## src/rtl/camera_capture_multi.sv

```systemverilog
// DVP camera capture: syncs the camera bus, assembles BYTES_PER_PIXEL bytes per pixel, tracks
// line/frame framing, generates XCLK and the camera power-up release. Optional build macro: CAMERA_CAPTURE_DECIM_EN.
module camera_capture_multi #(
  parameter int BYTES_PER_PIXEL = 2,
  parameter int H_ACTIVE        = 320,
  parameter int V_ACTIVE        = 240,
  parameter bit VSYNC_ACT_HIGH  = 1'b1,
  parameter int XCLK_DIV        = 8,
  parameter int STARTUP_DELAY   = 74_250_000
) (
  input  logic                         clk_pixel_in,
  input  logic                         rst_n_in,
  input  logic                         cam_clk_in,
  input  logic                         vsync_in,
  input  logic                         href_in,
  input  logic [7:0]                   pixel_in,
`ifdef CAMERA_CAPTURE_DECIM_EN
  input  logic                         decim_in,
`endif
  output logic                         pmodbclk,
  output logic                         pmodblock,
  output logic [8*BYTES_PER_PIXEL-1:0] pixel_out,
  output logic                         pixel_valid_out,
  output logic [$clog2(H_ACTIVE)-1:0]  hcount_out,
  output logic [$clog2(V_ACTIVE)-1:0]  vcount_out,
  output logic                         line_done_out,
  output logic                         frame_done_out,
  output logic                         frame_err_out
);

  localparam int PW  = 8 * BYTES_PER_PIXEL;
  localparam int HW  = $clog2(H_ACTIVE);
  localparam int VW  = $clog2(V_ACTIVE);
  localparam int HCW = $clog2(H_ACTIVE + 1);
  localparam int LCW = $clog2(V_ACTIVE + 2);
  localparam int BIW = (BYTES_PER_PIXEL > 1) ? $clog2(BYTES_PER_PIXEL) : 1;
  localparam int XCW = $clog2(XCLK_DIV);
  localparam int SCW = $clog2(STARTUP_DELAY + 1);

  localparam logic [HCW-1:0] H_MAX   = HCW'(H_ACTIVE);
  localparam logic [VW-1:0]  V_LAST  = VW'(V_ACTIVE - 1);
  localparam logic [LCW-1:0] L_EXP   = LCW'(V_ACTIVE);
  localparam logic [LCW-1:0] L_SAT   = LCW'(V_ACTIVE + 1);
  localparam logic [BIW-1:0] BI_LAST = BIW'(BYTES_PER_PIXEL - 1);
  localparam logic [XCW-1:0] XC_LAST = XCW'(XCLK_DIV - 1);
  localparam logic [XCW-1:0] XC_HALF = XCW'(XCLK_DIV / 2);
  localparam logic [SCW-1:0] SD_LAST = SCW'(STARTUP_DELAY - 1);

  typedef enum logic [1:0] {ST_STARTUP, ST_WAIT_FRAME, ST_CAPTURE} state_e;

  state_e         state_q, state_d;
  logic [2:0]     cam_sync_q, cam_sync_d;
  logic [1:0]     vs_sync_q, vs_sync_d, href_sync_q, href_sync_d;
  logic [7:0]     pix_s1_q, pix_s1_d, pix_s2_q, pix_s2_d;
  logic [XCW-1:0] xclk_cnt_q, xclk_cnt_d;
  logic [SCW-1:0] start_cnt_q, start_cnt_d;
  logic           pmodbclk_q, pmodbclk_d, pmodblock_q, pmodblock_d;
  logic           vs_prev_q, vs_prev_d, href_prev_q, href_prev_d;
  logic [BIW-1:0] byte_idx_q, byte_idx_d;
  logic [PW-1:0]  asm_q, asm_d;
  logic [HCW-1:0] hcount_q, hcount_d;
  logic [VW-1:0]  vcount_q, vcount_d;
  logic [LCW-1:0] lines_q, lines_d;
  logic           decim_q, decim_d;
  logic           emit_q, emit_d, line_ev_q, line_ev_d;
  logic           frame_ev_q, frame_ev_d, err_ev_q, err_ev_d;
  logic [PW-1:0]  emit_pix_q, emit_pix_d;
  logic [HW-1:0]  emit_h_q, emit_h_d;
  logic [VW-1:0]  emit_v_q, emit_v_d;
  logic           pixel_valid_q, pixel_valid_d, line_done_q, line_done_d;
  logic           frame_done_q, frame_done_d, frame_err_q, frame_err_d;
  logic [PW-1:0]  pixel_out_q, pixel_out_d;
  logic [HW-1:0]  hcount_out_q, hcount_out_d;
  logic [VW-1:0]  vcount_out_q, vcount_out_d;

  logic pclk_rise, vs_blank, href_s, decim_src;

`ifdef CAMERA_CAPTURE_DECIM_EN
  assign decim_src = decim_in;
`else
  assign decim_src = 1'b0;
`endif

  assign pclk_rise = cam_sync_q[1] & ~cam_sync_q[2];
  assign vs_blank  = VSYNC_ACT_HIGH ? vs_sync_q[1] : ~vs_sync_q[1];
  assign href_s    = href_sync_q[1];

  // NOTE: every variable gets a default at the top of always_comb so no path infers a latch.
  always_comb begin
    cam_sync_d  = {cam_sync_q[1:0], cam_clk_in};
    vs_sync_d   = {vs_sync_q[0], vsync_in};
    href_sync_d = {href_sync_q[0], href_in};
    pix_s1_d    = pixel_in;
    pix_s2_d    = pix_s1_q;
    xclk_cnt_d  = (xclk_cnt_q == XC_LAST) ? '0 : xclk_cnt_q + 1'b1;
    pmodbclk_d  = (xclk_cnt_d >= XC_HALF);

    state_d     = state_q;
    start_cnt_d = start_cnt_q;
    pmodblock_d = pmodblock_q;
    vs_prev_d   = vs_prev_q;
    href_prev_d = href_prev_q;
    byte_idx_d  = byte_idx_q;
    asm_d       = asm_q;
    hcount_d    = hcount_q;
    vcount_d    = vcount_q;
    lines_d     = lines_q;
    decim_d     = decim_q;
    emit_d      = 1'b0;
    line_ev_d   = 1'b0;
    frame_ev_d  = 1'b0;
    err_ev_d    = 1'b0;
    emit_pix_d  = emit_pix_q;
    emit_h_d    = emit_h_q;
    emit_v_d    = emit_v_q;

    if (pclk_rise) begin
      vs_prev_d   = vs_blank;
      href_prev_d = href_s;
    end

    unique case (state_q)
      ST_STARTUP: begin
        if (start_cnt_q == SD_LAST) begin
          pmodblock_d = 1'b1;
          state_d     = ST_WAIT_FRAME;
        end else begin
          start_cnt_d = start_cnt_q + 1'b1;
        end
      end
      ST_WAIT_FRAME: begin
        // Only a blank->active edge starts a frame; joining mid-frame waits for the next one.
        if (pclk_rise && !vs_blank && vs_prev_q) begin
          state_d    = ST_CAPTURE;
          byte_idx_d = '0;
          hcount_d   = '0;
          vcount_d   = '0;
          lines_d    = '0;
          decim_d    = decim_src;
        end
      end
      ST_CAPTURE: begin
        if (pclk_rise) begin
          if (vs_blank) begin
            frame_ev_d = 1'b1;
            err_ev_d   = href_s || (lines_q != L_EXP);
            state_d    = ST_WAIT_FRAME;
          end else if (href_s) begin
            asm_d = PW'({asm_q, pix_s2_q});
            if (byte_idx_q == BI_LAST) begin
              byte_idx_d = '0;
              if (hcount_q == H_MAX) begin
                err_ev_d = 1'b1;
              end else begin
                hcount_d   = hcount_q + 1'b1;
                emit_d     = !decim_q || (!hcount_q[0] && !vcount_q[0]);
                emit_pix_d = asm_d;
                emit_h_d   = HW'(decim_q ? (hcount_q >> 1) : hcount_q);
                emit_v_d   = decim_q ? (vcount_q >> 1) : vcount_q;
              end
            end else begin
              byte_idx_d = byte_idx_q + 1'b1;
            end
          end else if (href_prev_q) begin
            line_ev_d  = 1'b1;
            err_ev_d   = (byte_idx_q != '0) || (hcount_q != H_MAX);
            hcount_d   = '0;
            byte_idx_d = '0;
            if (vcount_q != V_LAST) vcount_d = vcount_q + 1'b1;
            if (lines_q != L_SAT)   lines_d  = lines_q + 1'b1;
          end
        end
      end
      default: state_d = ST_STARTUP;
    endcase

    pixel_valid_d = emit_q;
    line_done_d   = line_ev_q;
    frame_done_d  = frame_ev_q;
    frame_err_d   = err_ev_q;
    pixel_out_d   = emit_q ? emit_pix_q : pixel_out_q;
    hcount_out_d  = emit_q ? emit_h_q : hcount_out_q;
    vcount_out_d  = emit_q ? emit_v_q : vcount_out_q;
  end

  // NOTE: sequential state uses non-blocking assignments so all flops update from pre-edge values.
  always_ff @(posedge clk_pixel_in or negedge rst_n_in) begin
    if (!rst_n_in) begin
      state_q       <= ST_STARTUP;
      cam_sync_q    <= '0;
      vs_sync_q     <= '0;
      href_sync_q   <= '0;
      pix_s1_q      <= '0;
      pix_s2_q      <= '0;
      xclk_cnt_q    <= '0;
      start_cnt_q   <= '0;
      pmodbclk_q    <= 1'b0;
      pmodblock_q   <= 1'b0;
      vs_prev_q     <= 1'b0;
      href_prev_q   <= 1'b0;
      byte_idx_q    <= '0;
      asm_q         <= '0;
      hcount_q      <= '0;
      vcount_q      <= '0;
      lines_q       <= '0;
      decim_q       <= 1'b0;
      emit_q        <= 1'b0;
      line_ev_q     <= 1'b0;
      frame_ev_q    <= 1'b0;
      err_ev_q      <= 1'b0;
      emit_pix_q    <= '0;
      emit_h_q      <= '0;
      emit_v_q      <= '0;
      pixel_valid_q <= 1'b0;
      line_done_q   <= 1'b0;
      frame_done_q  <= 1'b0;
      frame_err_q   <= 1'b0;
      pixel_out_q   <= '0;
      hcount_out_q  <= '0;
      vcount_out_q  <= '0;
    end else begin
      state_q       <= state_d;
      cam_sync_q    <= cam_sync_d;
      vs_sync_q     <= vs_sync_d;
      href_sync_q   <= href_sync_d;
      pix_s1_q      <= pix_s1_d;
      pix_s2_q      <= pix_s2_d;
      xclk_cnt_q    <= xclk_cnt_d;
      start_cnt_q   <= start_cnt_d;
      pmodbclk_q    <= pmodbclk_d;
      pmodblock_q   <= pmodblock_d;
      vs_prev_q     <= vs_prev_d;
      href_prev_q   <= href_prev_d;
      byte_idx_q    <= byte_idx_d;
      asm_q         <= asm_d;
      hcount_q      <= hcount_d;
      vcount_q      <= vcount_d;
      lines_q       <= lines_d;
      decim_q       <= decim_d;
      emit_q        <= emit_d;
      line_ev_q     <= line_ev_d;
      frame_ev_q    <= frame_ev_d;
      err_ev_q      <= err_ev_d;
      emit_pix_q    <= emit_pix_d;
      emit_h_q      <= emit_h_d;
      emit_v_q      <= emit_v_d;
      pixel_valid_q <= pixel_valid_d;
      line_done_q   <= line_done_d;
      frame_done_q  <= frame_done_d;
      frame_err_q   <= frame_err_d;
      pixel_out_q   <= pixel_out_d;
      hcount_out_q  <= hcount_out_d;
      vcount_out_q  <= vcount_out_d;
    end
  end

  assign pmodbclk        = pmodbclk_q;
  assign pmodblock       = pmodblock_q;
  assign pixel_out       = pixel_out_q;
  assign pixel_valid_out = pixel_valid_q;
  assign hcount_out      = hcount_out_q;
  assign vcount_out      = vcount_out_q;
  assign line_done_out   = line_done_q;
  assign frame_done_out  = frame_done_q;
  assign frame_err_out   = frame_err_q;

endmodule

```

## config.mk

```make
export PLATFORM = sky130hd
export DESIGN_NAME = camera_capture_multi
export DESIGN_NICKNAME = d
export VERILOG_FILES = /design/src/rtl/camera_capture_multi.sv
export SDC_FILE = /design/constraint.sdc
export NUM_CORES = 1
export LEC_CHECK = 0
export BUFFER_PORTS_ARGS = -buffer_cell sky130_fd_sc_hd__clkbuf_2
export CAP_MARGIN = 30
export CORE_AREA = 10 10 92 175
export DETAILED_ROUTE_END_ITERATION = 12
export DIE_AREA = 0 0 102 185
export PLACE_DENSITY = 0.65
export SLEW_MARGIN = 20
export SYNTH_ARGS = -nofsm -noshare
export SYNTH_HDL_FRONTEND = slang
export SYNTH_SLANG_ARGS = --single-unit
```

## constraint.sdc

```tcl
create_clock -name clk_pixel_in -period 3.62 [get_ports clk_pixel_in]
set_clock_uncertainty 0.2 [all_clocks]
set_input_delay 0.724 -clock clk_pixel_in [delete_from_list [all_inputs] [get_ports clk_pixel_in]]
set_output_delay 0.724 -clock clk_pixel_in [all_outputs]
set_load 0.02 [all_outputs]
```

==> results.py, run 1 <==
metrics = {
    "timing": {
        "worstMarginPinSlew_ps": 837,
        "setup_ws_ps": 718,
        "setup_viol": 0,
        "setup_tns_ps": 0,
        "hold_viol_final": 0,
        "relSlewSlack": 0.442,
        "fin_crit_ps": 2900,
        "fmax_mhz": 345,
        "rsz0062_at_grt": "false",
        "post-route-period-util": 0.802,
        "slew_violations": 0,
    },
    "critical_path": {
        "arrival_ps": 3010,
        "crit_slowest_cell": "dfrtp_1",
        "critical-path-top-delay-family": "simple AND/OR/NAND/NOR gates",
        "worst_r2r_endpoint": "emit_pix_q[8]",
        "ff2ff_path_depth": 7,
        "cp_max_fo": 19,
        "crit_chain": "nand2b_1 -> nor2_4 -> nand2_1 -> buf_4 -> nor2_4 -> buf_4 -> mux2_2",
        "critPathRequiredTime_ps": 3720,
        "cp_slowest_stage_delay_ps": 480,
        "rr_startpoint": "state_q[0]",
        "path_buf_inv": 2,
        "rrSetupSlack_ps": 720,
        "crit_type": "flop to flop",
        "startpoint_type": "flop",
        "end_kind": "flop",
    },
    "power": {
        "leakage_uw": 0.00375,
        "clockPowerShare": 0.475,
        "power_frac_seq": 0.511,
        "p_int_uw": 2870,
        "max-vdd-ir-drop_mv": 0.388,
        "p_sw_frac": 0.219,
        "pwr-share-comb": 0.014,
        "p_sw_uw": 805,
        "cellPowerDensity_nw_per_um2": 482,
        "total_power_uw": 3680,
    },
    "cells_and_area": {
        "layout.nets": 581,
        "syn_to_final_growth_pct": 15.2,
        "regArea_um2": 4150,
        "final_util": 0.571,
        "layout-drive-gt1-share": 0.297,
        "antenna_cells": 0,
        "n_fill_cell": 1117,
        "multi_input_area_um2": 2370,
    },
    "logic_synthesis": {
        "synth.distinct_cells": 50,
        "synth_edf_count": 0,
        "mappedNetlistArea_um2": 6630,
        "seq_area_frac_synth": 0.627,
        "synth.avg_cell_area_um2": 13.3,
        "synth_cells": 499,
        "ys_seq_elements": 166,
        "syn_nets": 521,
        "synth_warnings": 0,
        "async_reset_ff_frac": 1.00,
        "synth_ff_type": "dfrtp_1",
    },
    "detailed_routing": {
        "drt_wl_total_mm": 12.1,
        "drtIter0Drc": 151,
        "drc_errors": 0,
        "final_antenna_net_count": 0,
        "drt-vias-per-instance": 5.61,
        "dr.pass1.iters": 4,
        "wl_per_cell_um": 16.6,
        "vias": 4078,
    },
    "placed_design": {
        "dp_slack_ps": 655,
        "gp_congestion": 0.860,
        "dp_hpwl_mm": 8.47,
        "port_buffers": 51,
    },
    "global_route": {
        "grt_pass1_vias": 4451,
        "grt_start_max_net_pins": 93,
        "antenna_found_initial": 0,
        "grt_pass1_wl_mm": 20.6,
        "overflow": 0,
        "track_usage": 0.137,
    },
    "clock_tree": {
        "post_cts_resized": 0,
        "clk_transition_reported_paths_ps": 60,
        "insertion_delay_ps": 420,
        "cts_root_buffer": "clkbuf_16",
        "cts_setup_buffers": 0,
        "cts_max_level": 4,
        "cts_tree": "built",
        "cts_inserted_buffers": 17,
        "cts_sinks": 166,
        "hold_buffers": 0,
        "cts_buffer_depth": 2,
    },
    "floorplanning": {
        "start_util": 0.496,
        "num_rows": 60,
        "io-pin-count": 52,
        "chipWidth_um": 102,
        "die_height_um": 185,
        "dieArea_um2": 18900,
        "fp.coreArea_um2": 13400,
    },
    "outcome": {
        "status": "complete, no violations",
    },
    "min_path": {
        "worstHoldStart": "pix_s1_q[7]",
        "min_to": "pix_s2_q[7]",
        "hp-class": "flop to flop",
        "holdPathStages": 0,
    },
    "job": {
        "max_cap_violations": 0,
    },
}
-- layout by cell type (no fill, tap or decap), drive strengths merged, types with 4 or more instances in the layout --
cell type / n
xor2: 14
dfrtp: 166
a31oi: 4
buf: 6
ha: 9
nor2: 28
nand3: 19
and4: 5
clkbuf: 69
o21ai: 23
mux2: 76
nand2: 34
a21oi: 5
nor4: 4
xnor2: 16
nor3: 6
and3: 7
nand4: 17
inv: 14
-- worst max-delay path by stage --
stage / start / end / slack, ps / cells after the start
6_report: state_q[0] / emit_pix_q[8] / 720 / 7
5_1_grt: state_q[0] / emit_pix_q[7] / 460 / 7
4_1_cts: state_q[0] / emit_pix_q[8] / 660 / 7
3_3_place_gp: state_q[0] / emit_pix_q[1] / 750 / 7
3_5_place_dp: state_q[0] / emit_pix_q[4] / 660 / 7
2_1_floorplan: state_q[0] / emit_h_q[0] / 1510 / 8
-- Yosys cell counts (all sizes together) (2+ instances only) --
| master | instances | area share |
|---|---|---|
| ha | 9 | 0.017 |
| nor2b | 2 | 0.0023 |
| nor2 | 28 | 0.018 |
| nor4b | 2 | 0.0026 |
| or4 | 3 | 0.0034 |
| nand2 | 34 | 0.019 |
| nand3 | 19 | 0.014 |
| or3 | 3 | 0.0028 |
| nor4 | 4 | 0.0060 |
| or2b | 2 | 0.0023 |
| nand3b | 2 | 0.0023 |
| mux2 | 76 | 0.13 |
| buf | 10 | 0.0091 |
| a21o | 3 | 0.0034 |
| o211ai | 3 | 0.0034 |
| a31oi | 4 | 0.0038 |
| a221oi | 2 | 0.0026 |
| xnor2 | 16 | 0.021 |
| clkbuf | 5 | 0.0028 |
| inv | 7 | 0.0040 |
| o31ai | 3 | 0.0034 |
| and2 | 3 | 0.0028 |
| o21ai | 23 | 0.017 |
| nand4b | 2 | 0.0036 |
| xor2 | 14 | 0.019 |
| and3 | 7 | 0.0066 |
| a21oi | 5 | 0.0038 |
| nor3 | 6 | 0.0045 |
| nand4 | 17 | 0.016 |
| nand2b | 2 | 0.0019 |
| dfrtp | 166 | 0.63 |
| and4 | 5 | 0.0066 |
-- sequential cells by signal, indices dropped and copies added, names as in the netlist, 2 cells and up --
signal / count
asm_q: 8
cam_sync_q: 3
emit_h_q: 9
emit_pix_q: 16
emit_v_q: 8
hcount_out: 9
hcount_q: 9
href_sync_q: 2
lines_q: 8
pix_s1_q: 8
pix_s2_q: 8
pixel_out: 16
start_cnt_q: 27
state_q: 2
vcount_out: 8
vcount_q: 8
vs_sync_q: 2
xclk_cnt_q: 2
-- worst register-to-register path: cells and delay by family, from the launching register on --
family	cells	cell delay [ps]
simple gates	4	1190
buf+inv	2	560
mux	1	370
flops	1	480
-- per-layer routing --
metal	share of wire	GRT usage
met1	0.40	0.148
met2	0.54	0.235
met3	0.041	0.0426
met4	0.020	0.0624
met5	0	0
-- through the flow --
step	hold slack [ps]	cell area (um^2)	std cells
6_report	147	7630	727
2_1_floorplan	131	6630	499
4_1_cts	148	7630	727
3_3_place_gp	133	7050	695
5_1_grt	161	7630	727
3_5_place_dp	135	7050	695
-- final cells by class --
type                            count  area share
Tap cell                          155      0.0254
Sequential cell                   166       0.544
Inverter                            7     0.00344
Clock buffer                       19      0.0580
Multi-Input combinational cell    311       0.310
Clock inverter                     13      0.0182
Timing Repair Buffer               56      0.0408
-- power groups by stage --
stage	Clock, uW	Combinational, uW	Sequential (uW)
after floorplan	0	6.17	1910
after global placement	0	52.7	1910
after detailed placement	0	54.8	1910
after CTS	1800	54.9	1880
after global routing	1880	60.7	1880
final	1750	51.2	1880
-- cells by family (layout without fill, tap and decap cells) --
logic type                 count (synthesis)  in the layout  synth area share
xor gates and xnor gates                  30             30            0.0397
AOI/OAI and AO/OA                         50             50            0.0474
adders and majority gates                  9              9            0.0170
muxes                                     77             77             0.131
and+or+nand+nor                          145            145             0.122
DFF                                      166            166             0.627
buffers and inverters                     22             95            0.0159
Power figures use the tool's default switching activity.
==> run 2, diff against run 1 <==
clock period = 2.85 ns   (was 3.62 ns; I/O delays follow)
==> results.py, run 2 (synthesized netlist as in run 1, its figures left out) <==
metrics = {
    "outcome": {
        "status": "complete, no violations",
    },
    "critical_path": {
        "crit_type": "flop to flop",
        "startpoint_type": "flop",
        "crit_path_start": "state_q[1]",
        "arrival_ps": 2640,
        "cp-endpoint": "lines_q[3]",
        "critPathRequiredTime_ps": 3010,
        "ff2ff_path_depth": 5,
        "end_kind": "flop",
        "worst_r2r_endpoint": "lines_q[3]",
        "cp_max_fo": 12,
        "rrSetupSlack_ps": 360,
        "rr_startpoint": "state_q[1]",
    },
    "detailed_routing": {
        "dr.pass1.iters": 5,
        "drc_errors": 0,
        "drt_wl_total_mm": 12.2,
        "wl_per_cell_um": 16.8,
        "drt-vias-per-instance": 5.60,
        "drtIter0Drc": 116,
        "vias": 4072,
        "final_antenna_net_count": 0,
    },
    "floorplanning": {
        "chipWidth_um": 102,
        "io-pin-count": 52,
        "dieArea_um2": 18900,
        "start_util": 0.496,
        "fp.coreArea_um2": 13400,
        "die_height_um": 185,
        "num_rows": 60,
    },
    "timing": {
        "rsz0062_at_grt": "false",
        "fmax_mhz": 402,
        "setup_tns_ps": 0,
        "slew_violations": 0,
        "setup_ws_ps": 364,
        "setup_viol": 0,
        "worstMarginPinSlew_ps": 716,
        "relSlewSlack": 0.518,
        "fin_crit_ps": 2490,
        "post-route-period-util": 0.872,
        "hold_viol_final": 0,
    },
    "min_path": {
        "hp-class": "input pin to flop",
    },
    "global_route": {
        "grt_pass1_vias": 4365,
        "grt_pass1_wl_mm": 20.7,
        "antenna_found_initial": 0,
        "use_met3": 0.0392,
        "gr-usage-met2": 0.235,
        "grtUsageMet1": 0.152,
        "track_usage": 0.138,
        "grt_start_max_net_pins": 61,
        "overflow": 0,
        "top_usage_layer": "met2",
    },
    "cells_and_area": {
        "design_area_um2": 7690,
        "n_fill_cell": 1111,
        "largest_reg_flops": 27,
        "layout.nets": 582,
        "final_cell_mix": "dfrtp_1, mux2_2, clkbuf_2",
        "top_register": "start_cnt_q",
        "layout-drive-gt1-share": 0.295,
        "final_util": 0.575,
        "syn_to_final_growth_pct": 16.1,
        "antenna_cells": 0,
        "final_common_cell": "dfrtp_1",
    },
    "clock_tree": {
        "cts_sinks": 166,
        "clk_transition_reported_paths_ps": 60,
        "cts_buffer_depth": 2,
        "cts_tree": "built",
        "cts_inserted_buffers": 17,
        "cts_max_level": 4,
        "cts_setup_buffers": 0,
        "insertion_delay_ps": 420,
        "cts_root_buffer": "clkbuf_16",
    },
    "power": {
        "max-vdd-ir-drop_mv": 0.468,
        "leakage_uw": 0.00376,
        "cellPowerDensity_nw_per_um2": 620,
    },
    "placed_design": {
        "dp_hpwl_mm": 8.55,
        "gp_congestion": 0.822,
        "dp_slack_ps": 379,
        "port_buffers": 51,
        "dpl-instance-area_um2": 7080,
    },
    "job": {
        "max_cap_violations": 0,
    },
}
-- run 2: how the worst min path moves through the flow --
stage | end | slack, ps | cells past startpoint | from
3_5_place_dp | frame_err_out | 130 | 0 | err_ev_q
2_1_floorplan | asm_q[0] | 70 | 0 | rst_n_in
4_1_cts | pix_s1_q[1] | 40 | 1 | pixel_in[1]
6_report | pix_s1_q[2] | 50 | 1 | pixel_in[2]
3_3_place_gp | pix_s2_q[5] | 130 | 0 | pix_s1_q[5]
5_1_grt | pix_s1_q[4] | 30 | 1 | pixel_in[4]
-- run 2: power by group --
group / internal [uW] / switching, uW / leakage [uW]
logic: 17.1 / 51.4 / 0.00123
registers: 2380 / 11.2 / 0.00225
clock network: 1390 / 925 / 0.000285
total: 3780 / 987 / 0.00376
-- run 2: what timing repair did --
item,CTS,global route
hold endpoints to repair,58,0
resized for setup,0,0
hold buffers,1,0
-- run 2: per-layer routing --
metal / up-vias / part of all wire
met5: - / 0
met4: 0 / 0.027
met3: 22 / 0.034
met2: 82 / 0.54
met1: 2060 / 0.40
li1: 1908 / -
-- run 2: metrics by stage --
stage | std cells | hold WS [ps] | power, uW
2_1_floorplan | 499 | 74.4 | 2440
3_3_place_gp | 695 | 133 | 2500
3_5_place_dp | 695 | 135 | 2500
4_1_cts | 727 | 38.1 | 4830
5_1_grt | 727 | 34.4 | 4930
6_report | 727 | 50.3 | 4770
-- run 2: worst max-delay path, stage by stage (launching register included) --
cell and delay [ps]:
dfrtp_1 510, nor2b_2 380, and4_1 510, o21ai_1 240, or4_1 510, nand2_1 80
-- run 2: final cells by class --
cell class / instances / area, um^2 / share of cell area
multi-input combinational: 311 / 2370 / 0.308
timing repair buffer: 57 / 347 / 0.0451
sequential: 166 / 4150 / 0.540
clock inverter: 13 / 173 / 0.0225
inverter: 7 / 26.3 / 0.00342
clock buffer: 18 / 429 / 0.0558
tap: 155 / 194 / 0.0252
